`config.mk`:
```
export PLATFORM = sky130hd
export DESIGN_NAME = relu_sched
export DESIGN_NICKNAME = d
export VERILOG_FILES = /design/src/rtl/relu_sched.sv
export SDC_FILE = /design/constraint.sdc
export NUM_CORES = 1
export LEC_CHECK = 0
export CORE_UTILIZATION = 55
export DETAILED_ROUTE_END_ITERATION = 10
export PLACE_DENSITY_LB_ADDON = 0.15
export SLEW_MARGIN = 0
export SYNTH_ARGS = -nofsm -noshare
export SYNTH_HDL_FRONTEND = slang
export SYNTH_SLANG_ARGS = --single-unit
```
`constraint.sdc`:
```
create_clock -name clk -period 5.7 [get_ports clk]
set_clock_uncertainty 0.2 [all_clocks]
set_input_delay 1.14 -clock clk [delete_from_list [all_inputs] [get_ports clk]]
set_output_delay 1.14 -clock clk [all_outputs]
set_load 0.1 [all_outputs]
```
`src/rtl/relu_sched.sv`:
```
// relu_sched: credit-gated issue of one frame into a fixed-latency ReLU, buffered valid/ready output; `RELU_SCHED_ZERO_CNT_EN adds a zero-result counter
module relu_sched #(
    parameter int WIDTH      = 32,
    parameter int LAT        = 2,
    parameter int FIFO_DEPTH = 4,
    parameter int LEN_W      = 16
) (
    input  logic                    clk,
    input  logic                    rst,
    input  logic                    start,
    input  logic [LEN_W-1:0]        frame_len,
    output logic                    busy,
    output logic                    done,
    input  logic                    in_valid,
    output logic                    in_ready,
    input  logic signed [WIDTH-1:0] in_sum,
    input  logic signed [WIDTH-1:0] in_sum1,
    input  logic                    in_s2,
    output logic signed [WIDTH-1:0] relu_sum,
    output logic signed [WIDTH-1:0] relu_sum1,
    output logic                    relu_s2,
    input  logic signed [WIDTH-1:0] relu_out,
    output logic                    out_valid,
    input  logic                    out_ready,
    output logic signed [WIDTH-1:0] out_data,
    output logic                    out_last,
    output logic [LEN_W-1:0]        zero_cnt
);
    localparam int AW = $clog2(FIFO_DEPTH);
    localparam int CW = AW + 1;
    localparam int IW = $clog2(LAT + 2);
    typedef enum logic [1:0] {IDLE, ISSUE, DRAIN, DONE} state_t;
    state_t state, state_nx;
    logic [LEN_W-1:0] len, issued;
    logic [LAT:0] tag_v, tag_l;
    logic [WIDTH-1:0] mem [FIFO_DEPTH];
    logic [FIFO_DEPTH-1:0] mem_l;
    logic [AW-1:0] rptr, wptr;
    logic [CW-1:0] count;
    logic [IW-1:0] inflight;
    logic accept, push, pop, last_acc;
    always_comb begin
        inflight = '0;
        for (int i = 0; i <= LAT; i++) inflight = inflight + IW'(tag_v[i]);
    end
    // credit counts results already headed for the FIFO so the non-stallable pipe never overruns it
    assign in_ready  = state == ISSUE && issued < len && (32'(count) + 32'(inflight) < FIFO_DEPTH);
    assign accept    = in_valid && in_ready;
    assign last_acc  = issued == len - 1'b1;
    assign push      = tag_v[LAT];
    assign out_valid = count != '0;
    assign pop       = out_valid && out_ready;
    assign out_data  = out_valid ? mem[rptr] : '0;
    assign out_last  = out_valid && mem_l[rptr];
    assign busy      = state != IDLE;
    assign done      = state == DONE;
    always_comb begin
        state_nx = state;
        case (state)
            IDLE:    state_nx = start ? (frame_len == '0 ? DONE : ISSUE) : IDLE;
            ISSUE:   state_nx = accept && last_acc ? DRAIN : ISSUE;
            DRAIN:   state_nx = inflight == '0 && count == '0 ? DONE : DRAIN;
            default: state_nx = IDLE;
        endcase
    end
    always_ff @(posedge clk) begin
        if (rst) begin
            state     <= IDLE;
            len       <= '0;
            issued    <= '0;
            tag_v     <= '0;
            tag_l     <= '0;
            relu_sum  <= '0;
            relu_sum1 <= '0;
            relu_s2   <= 1'b0;
            rptr      <= '0;
            wptr      <= '0;
            count     <= '0;
            mem_l     <= '0;
        end else begin
            state <= state_nx;
            if (state == IDLE && start) begin
                len    <= frame_len;
                issued <= '0;
            end
            if (accept) begin
                relu_sum  <= in_sum;
                relu_sum1 <= in_sum1;
                relu_s2   <= in_s2;
                issued    <= issued + 1'b1;
            end
            tag_v <= {tag_v[LAT-1:0], accept};
            tag_l <= {tag_l[LAT-1:0], accept && last_acc};
            if (push) begin
                mem[wptr]   <= relu_out;
                mem_l[wptr] <= tag_l[LAT];
                wptr        <= wptr + 1'b1;
            end
            if (pop) rptr <= rptr + 1'b1;
            count <= count + CW'(push) - CW'(pop);
        end
    end
`ifdef RELU_SCHED_ZERO_CNT_EN
    logic [LEN_W-1:0] zc;
    always_ff @(posedge clk) begin
        if (rst || (state == IDLE && start)) zc <= '0;
        else if (push && relu_out == '0 && zc != '1) zc <= zc + 1'b1;
    end
    assign zero_cnt = zc;
`else
    assign zero_cnt = '0;
`endif
endmodule
```
---- Yosys cells after proc, flatten, opt, wreduce, memory -nomap -nowiden ----
Memories as Yosys holds them, arrays and structs flattened. A register that Yosys moved wholly into a read port is not among the register bits.
Index checks and enable logic that the tools add are counted.
cells by class
  multiplexer cells ....................... 18
  reduce and logical (&&, ||, !) cells .... 16
  order comparisons ....................... 5
  $add $sub $neg .......................... 9
  eq/ne operators ......................... 4
operators with widths
  operator                                                               number
  16-bit 2-to-1 mux                                                      2
  32-bit 2-to-1 mux                                                      1
  16-bit by 1-bit adder with 16-bit output (second input constant)       1
  16-bit equality test                                                   1
  16-bit logical NOT                                                     1
  16-bit < comparator                                                    1
  16-bit by 1-bit subtractor with 16-bit output (second input constant)  1
  2-bit 2-to-1 mux                                                       5
  1-bit logical AND                                                      9
  2-bit by 3-bit < comparator with 1-bit output (second input constant)  2
  1-bit 2-to-1 mux                                                       6
  2-bit case mux with 3 select lines                                     1
  2-bit by 1-bit adder with 2-bit output (second input constant)         2
  3-bit by 2-bit adder with 4-bit output                                 1
  4-bit bitwise mux                                                      1
  2-bit equality test (second input constant)                            2
  2-bit logical NOT                                                      2
  4-bit by 3-bit < comparator with 1-bit output (second input constant)  1
  2-bit nonzero test                                                     2
  3-bit by 1-bit adder with 3-bit output                                 1
  3-bit logical NOT                                                      1
  3-bit nonzero test                                                     1
  3-bit by 1-bit subtractor with 3-bit output                            1
  1-bit by 1-bit adder with 2-bit output                                 1
  5 further kinds                                                        5
word-level totals
  word-level logic and storage cells ...... 65
  bits in registers ....................... 116
  memories ................................ 1
  input bits .............................. 118
  memory bits (writable) .................. 128
  output and inout port bits .............. 118
memories
  name  depth  bits a word  read ports  clocked after Yosys merged registers in  write ports  RTL line  text
  mem   4      32           1           1                                        1            36        logic [WIDTH-1:0] mem [FIFO_DEPTH];

---- Longest topological paths before layout ----
  depth in word-level cells ............... 9
  mapped depth ............................ 11
  mapped depth without buffers ............ 10

---- Worst setup path before layout ----
OpenSTA, ideal clock, no wires.
  path kind ............................... flip-flop to output port
  start ................................... reg len[7]
  end ..................................... out in_ready
  slack ................................... 1.290 ns
  cell stages (with the launch flop) ...... 11
  path buffers ............................ 3
  required time ........................... 4.360 ns
  arrival ................................. 3.070 ns
  cells stage by stage .................... dfxtp_1 -> clkbuf_1 -> inv_1 -> ha_1 -> and3_1 -> a221o_1 -> a22o_1 -> o31ai_1 -> clkbuf_1 -> buf_2 -> and2_1
on the way
  longest elaborated chain between the ends .. 3
RTL lines
  what                             RTL line  text
  from (decl)                      34        logic [LEN_W-1:0] len, issued;
  from (signal assigned)           83        len <= frame_len;
  16-bit < comparator              47        assign in_ready = state == ISSUE && issued < len && (32'(count) + 32'(inflight) < FIFO_DEPTH);
  1-bit logical AND (2 in series)  47
  to (decl)                        15        output logic in_ready,
Every way passes these cells.

==> flow_metrics.env <==
export IMPL_clkTransAtPathRegs_ps=60
export IMPL_clk_path_buf_depth=3
export IMPL_clockRootBuffer="clkbuf_16"
export IMPL_synth_cell_types=57
export IMPL_dp_cells=1366
export IMPL_async_reset_ff_share_pct=0
export IMPL_dominantRegCellSynth="edfxtp_1"
export IMPL_hold_start="tag_l[0]"
export IMPL_n_antenna_cell=0
export IMPL_drv_slew=0
export IMPL_layout_min_cycle_time_ps=4560
export IMPL_reg2reg_from="len[6]"
export IMPL_gr_usage_all_layers_pct=24.4
export IMPL_ys_seq_elements=246
export IMPL_io_pins=236
export IMPL_io_buffers=219
export IMPL_path_max_fanout=15
export IMPL_holdBufCountCts=0
export IMPL_gr_total_overflow=0
export IMPL_regToRegSetupSlack_ps=2030
export IMPL_r2r_cells=9
export IMPL_yosys_warnings=0
export IMPL_fin_nets=1278
export IMPL_cts_tree="done"
export IMPL_start_util_pct=57.0
export IMPL_critical_path_class="reg2out"
export IMPL_die_x_um=142
export IMPL_crit_arrival_ps=3220
export IMPL_status="finished clean"
export IMPL_routedWlPerCell_um=17.3
export IMPL_coreArea_mm2=0.0190
export IMPL_hold_viol_final=0
export IMPL_synth_area_leaders="edfxtp_1 (36%), dfxtp_1 (22%), mux4_2 (6.9%)"
export IMPL_ys_seq_area_share_pct=57.4
export IMPL_grt_met1_usage_pct=31.2
export IMPL_ctsResizeCount=0
export IMPL_post_cts_buffers=0
export IMPL_p_leak_nw=4.69
export IMPL_worst_r2r_endpoint="tag_l[0]"
export IMPL_relSlewSlack_pct=15.8
export IMPL_antenna_left=0
export IMPL_cp_data_required_time_ps=4360
export IMPL_rows=50
export IMPL_post_route_period_util_pct=80.0
export IMPL_slowest_delay_ps=960
export IMPL_synthCells=953
export IMPL_fillers=1349
export IMPL_antenna_found_initial=0
export IMPL_hold_ws_ps=240
export IMPL_multi_input_area_mm2=0.00416
export IMPL_finalSetupViolations=0
export IMPL_crit_chain="buf_4, mux4_2, and2_1, clkdlybuf4s50_1"
export IMPL_die_h_um=142
export IMPL_finalSetupTns_ps=0
export IMPL_cts_buffers=25
export IMPL_grt_pass1_wl_um=39600
export IMPL_crit_path_top_delay_cell="clkdlybuf4s50_1"
export IMPL_htree_levels=1
export IMPL_synth_area_mm2=0.0108
export IMPL_holdCritPathClass="reg2reg"
export IMPL_gp_congestion=0.847
export IMPL_dr_total_vias=8006
export IMPL_dp_hpwl_um=15600
export IMPL_dr_pass1_iters=5
export IMPL_max_slew_worst_pin_slew_ps=1250
export IMPL_powerDensity_mw_per_mm2=423
export IMPL_cp_end_kind="output pin"
export IMPL_ir_drop_mv=0.310
export IMPL_grt_pass1_vias=7864
export IMPL_min_path_cells=1
export IMPL_grt_busiest_layer="met2"
export IMPL_drc=0
export IMPL_initialDrtViolationCount=388
export IMPL_yosysTopAreaCell="edfxtp_1"
export IMPL_fin_cells=1411
export IMPL_yosysTopAreaCellShare_pct=35.6
export IMPL_holdPathEnd="tag_l[1]"
export IMPL_fmax_mhz=219
export IMPL_seqCellArea_mm2=0.00621
export IMPL_syn_mean_instance_area_um2=11.3
export IMPL_rsz0062_at_grt="no"
export IMPL_grt_max_degree=92
export IMPL_synth_edff_count=128
export IMPL_via_per_inst=5.67
export IMPL_setup_worst_path_start_class="flop"
export IMPL_insertion_delay_ps=510
export IMPL_use_met3_pct=5.32
export IMPL_drive_above_1_share_pct=8.17
export IMPL_syn_to_final_growth_pct=28.1
export IMPL_met2_usage_pct=41.7
export IMPL_cts_sinks=246
export IMPL_die_area_mm2=0.0202
export IMPL_drv_cap=0
export IMPL_wl_um=24500
[layout make-up]
type	count	share of cell area (%)
inverters	26	0.705
clock buffers	28	4.67
multi-input cells	604	30.0
clock inverters	17	1.04
flip-flops and latches	246	44.8
repair buffers	230	16.4
well taps	260	2.35
[through the flow]
stage | power (mW) | worst slack (ps) | cell area [µm²] | util [%]
global route | 6.07 | 980 | 13900 | 73.1
CTS | 5.90 | 1070 | 13900 | 73.1
floorplan | 3.81 | 1290 | 10900 | -
finish | 5.85 | 1140 | 13900 | 73.1
detailed placement | 4.33 | 1610 | 13100 | 68.9
global placement | 4.31 | 1610 | 13100 | 68.9
[cell families (layout without fill, tap and decap cells)]
family,after synthesis,after routing,synth area share (%)
other,1,16,0.0347
AOI/OAI and AO/OA,217,217,11.4
buffers and inverters,118,301,4.80
and+or+nand+nor,285,285,14.1
adders and majority gates,27,27,3.26
DFF,246,246,57.4
muxes,35,35,7.06
xor gates and xnor gates,24,24,1.94
[synth_stat cells (25+ instances only)]
library cell and number:
edfxtp_1 128, dfxtp_1 118, a21oi_1 90, nand3_1 82, o21ai_0 75, clkbuf_1 62
nand2_1 49, and2_1 42, mux4_2 33, nor2_1 27, inv_1 26, ha_1 25
[per-layer routing]
| metal | vias to the layer above | share of wire (%) |
|---|---|---|
| met5 | - | 0 |
| met3 | 44 | 7.2 |
| met1 | 3850 | 41 |
| met4 | 0 | 2.5 |
| met2 | 264 | 49 |
| li1 | 3848 | - |
[critical path, delay by kind of cell, from the launching register on]
| family | cells | cell delay, ps |
|---|---|---|
| muxes | 1 | 540 |
| buffers and inverters | 2 | 1330 |
| and+or+nand+nor | 1 | 180 |
| DFF | 1 | 650 |
[sequential cells by signal, summed over array words and instances (netlist names), named ones only]
register / flops
count: 3
issued: 16
len: 16
mem: 128
mem_l: 4
relu_s2: 1
relu_sum: 32
relu_sum1: 32
rptr: 2
state: 2
tag_l: 3
tag_v: 3
wptr: 2
[report_power, final]
part / internal [mW] / switching [mW] / total, mW
Clock: 0.907 / 0.662 / 1.57
Combinational: 0.630 / 1.67 / 2.30
Sequential: 1.92 / 0.0664 / 1.98
Total: 3.46 / 2.40 / 5.85
[cell usage in the layout (no fill, tap or decap), types with 16 or more instances in the layout]
| master | synthesis | final |
|---|---|---|
| ha_1 | 25 | 25 |
| nand3_1 | 82 | 82 |
| clkbuf_16 | 0 | 25 |
| dfxtp_1 | 118 | 117 |
| a21oi_1 | 90 | 90 |
| inv_1 | 26 | 26 |
| nand2_1 | 49 | 48 |
| mux4_2 | 33 | 33 |
| o21ai_0 | 75 | 75 |
| and2_1 | 42 | 41 |
| clkdlybuf4s50_1 | 0 | 217 |
| conb_1 | 1 | 16 |
| edfxtp_1 | 128 | 128 |
| nor2_1 | 27 | 27 |
[worst max path at each step]
stage | to | start | slack [ps]
after floorplan | in_ready | len[7] | 1290
after global placement | out_data[28] | flop | 1610
after detailed placement | out_data[27] | flop | 1610
after CTS | out_data[28] | flop | 1070
after global routing | out_data[29] | flop | 980
final | out_data[28] | flop | 1140
Power figures use the tool's default switching activity.
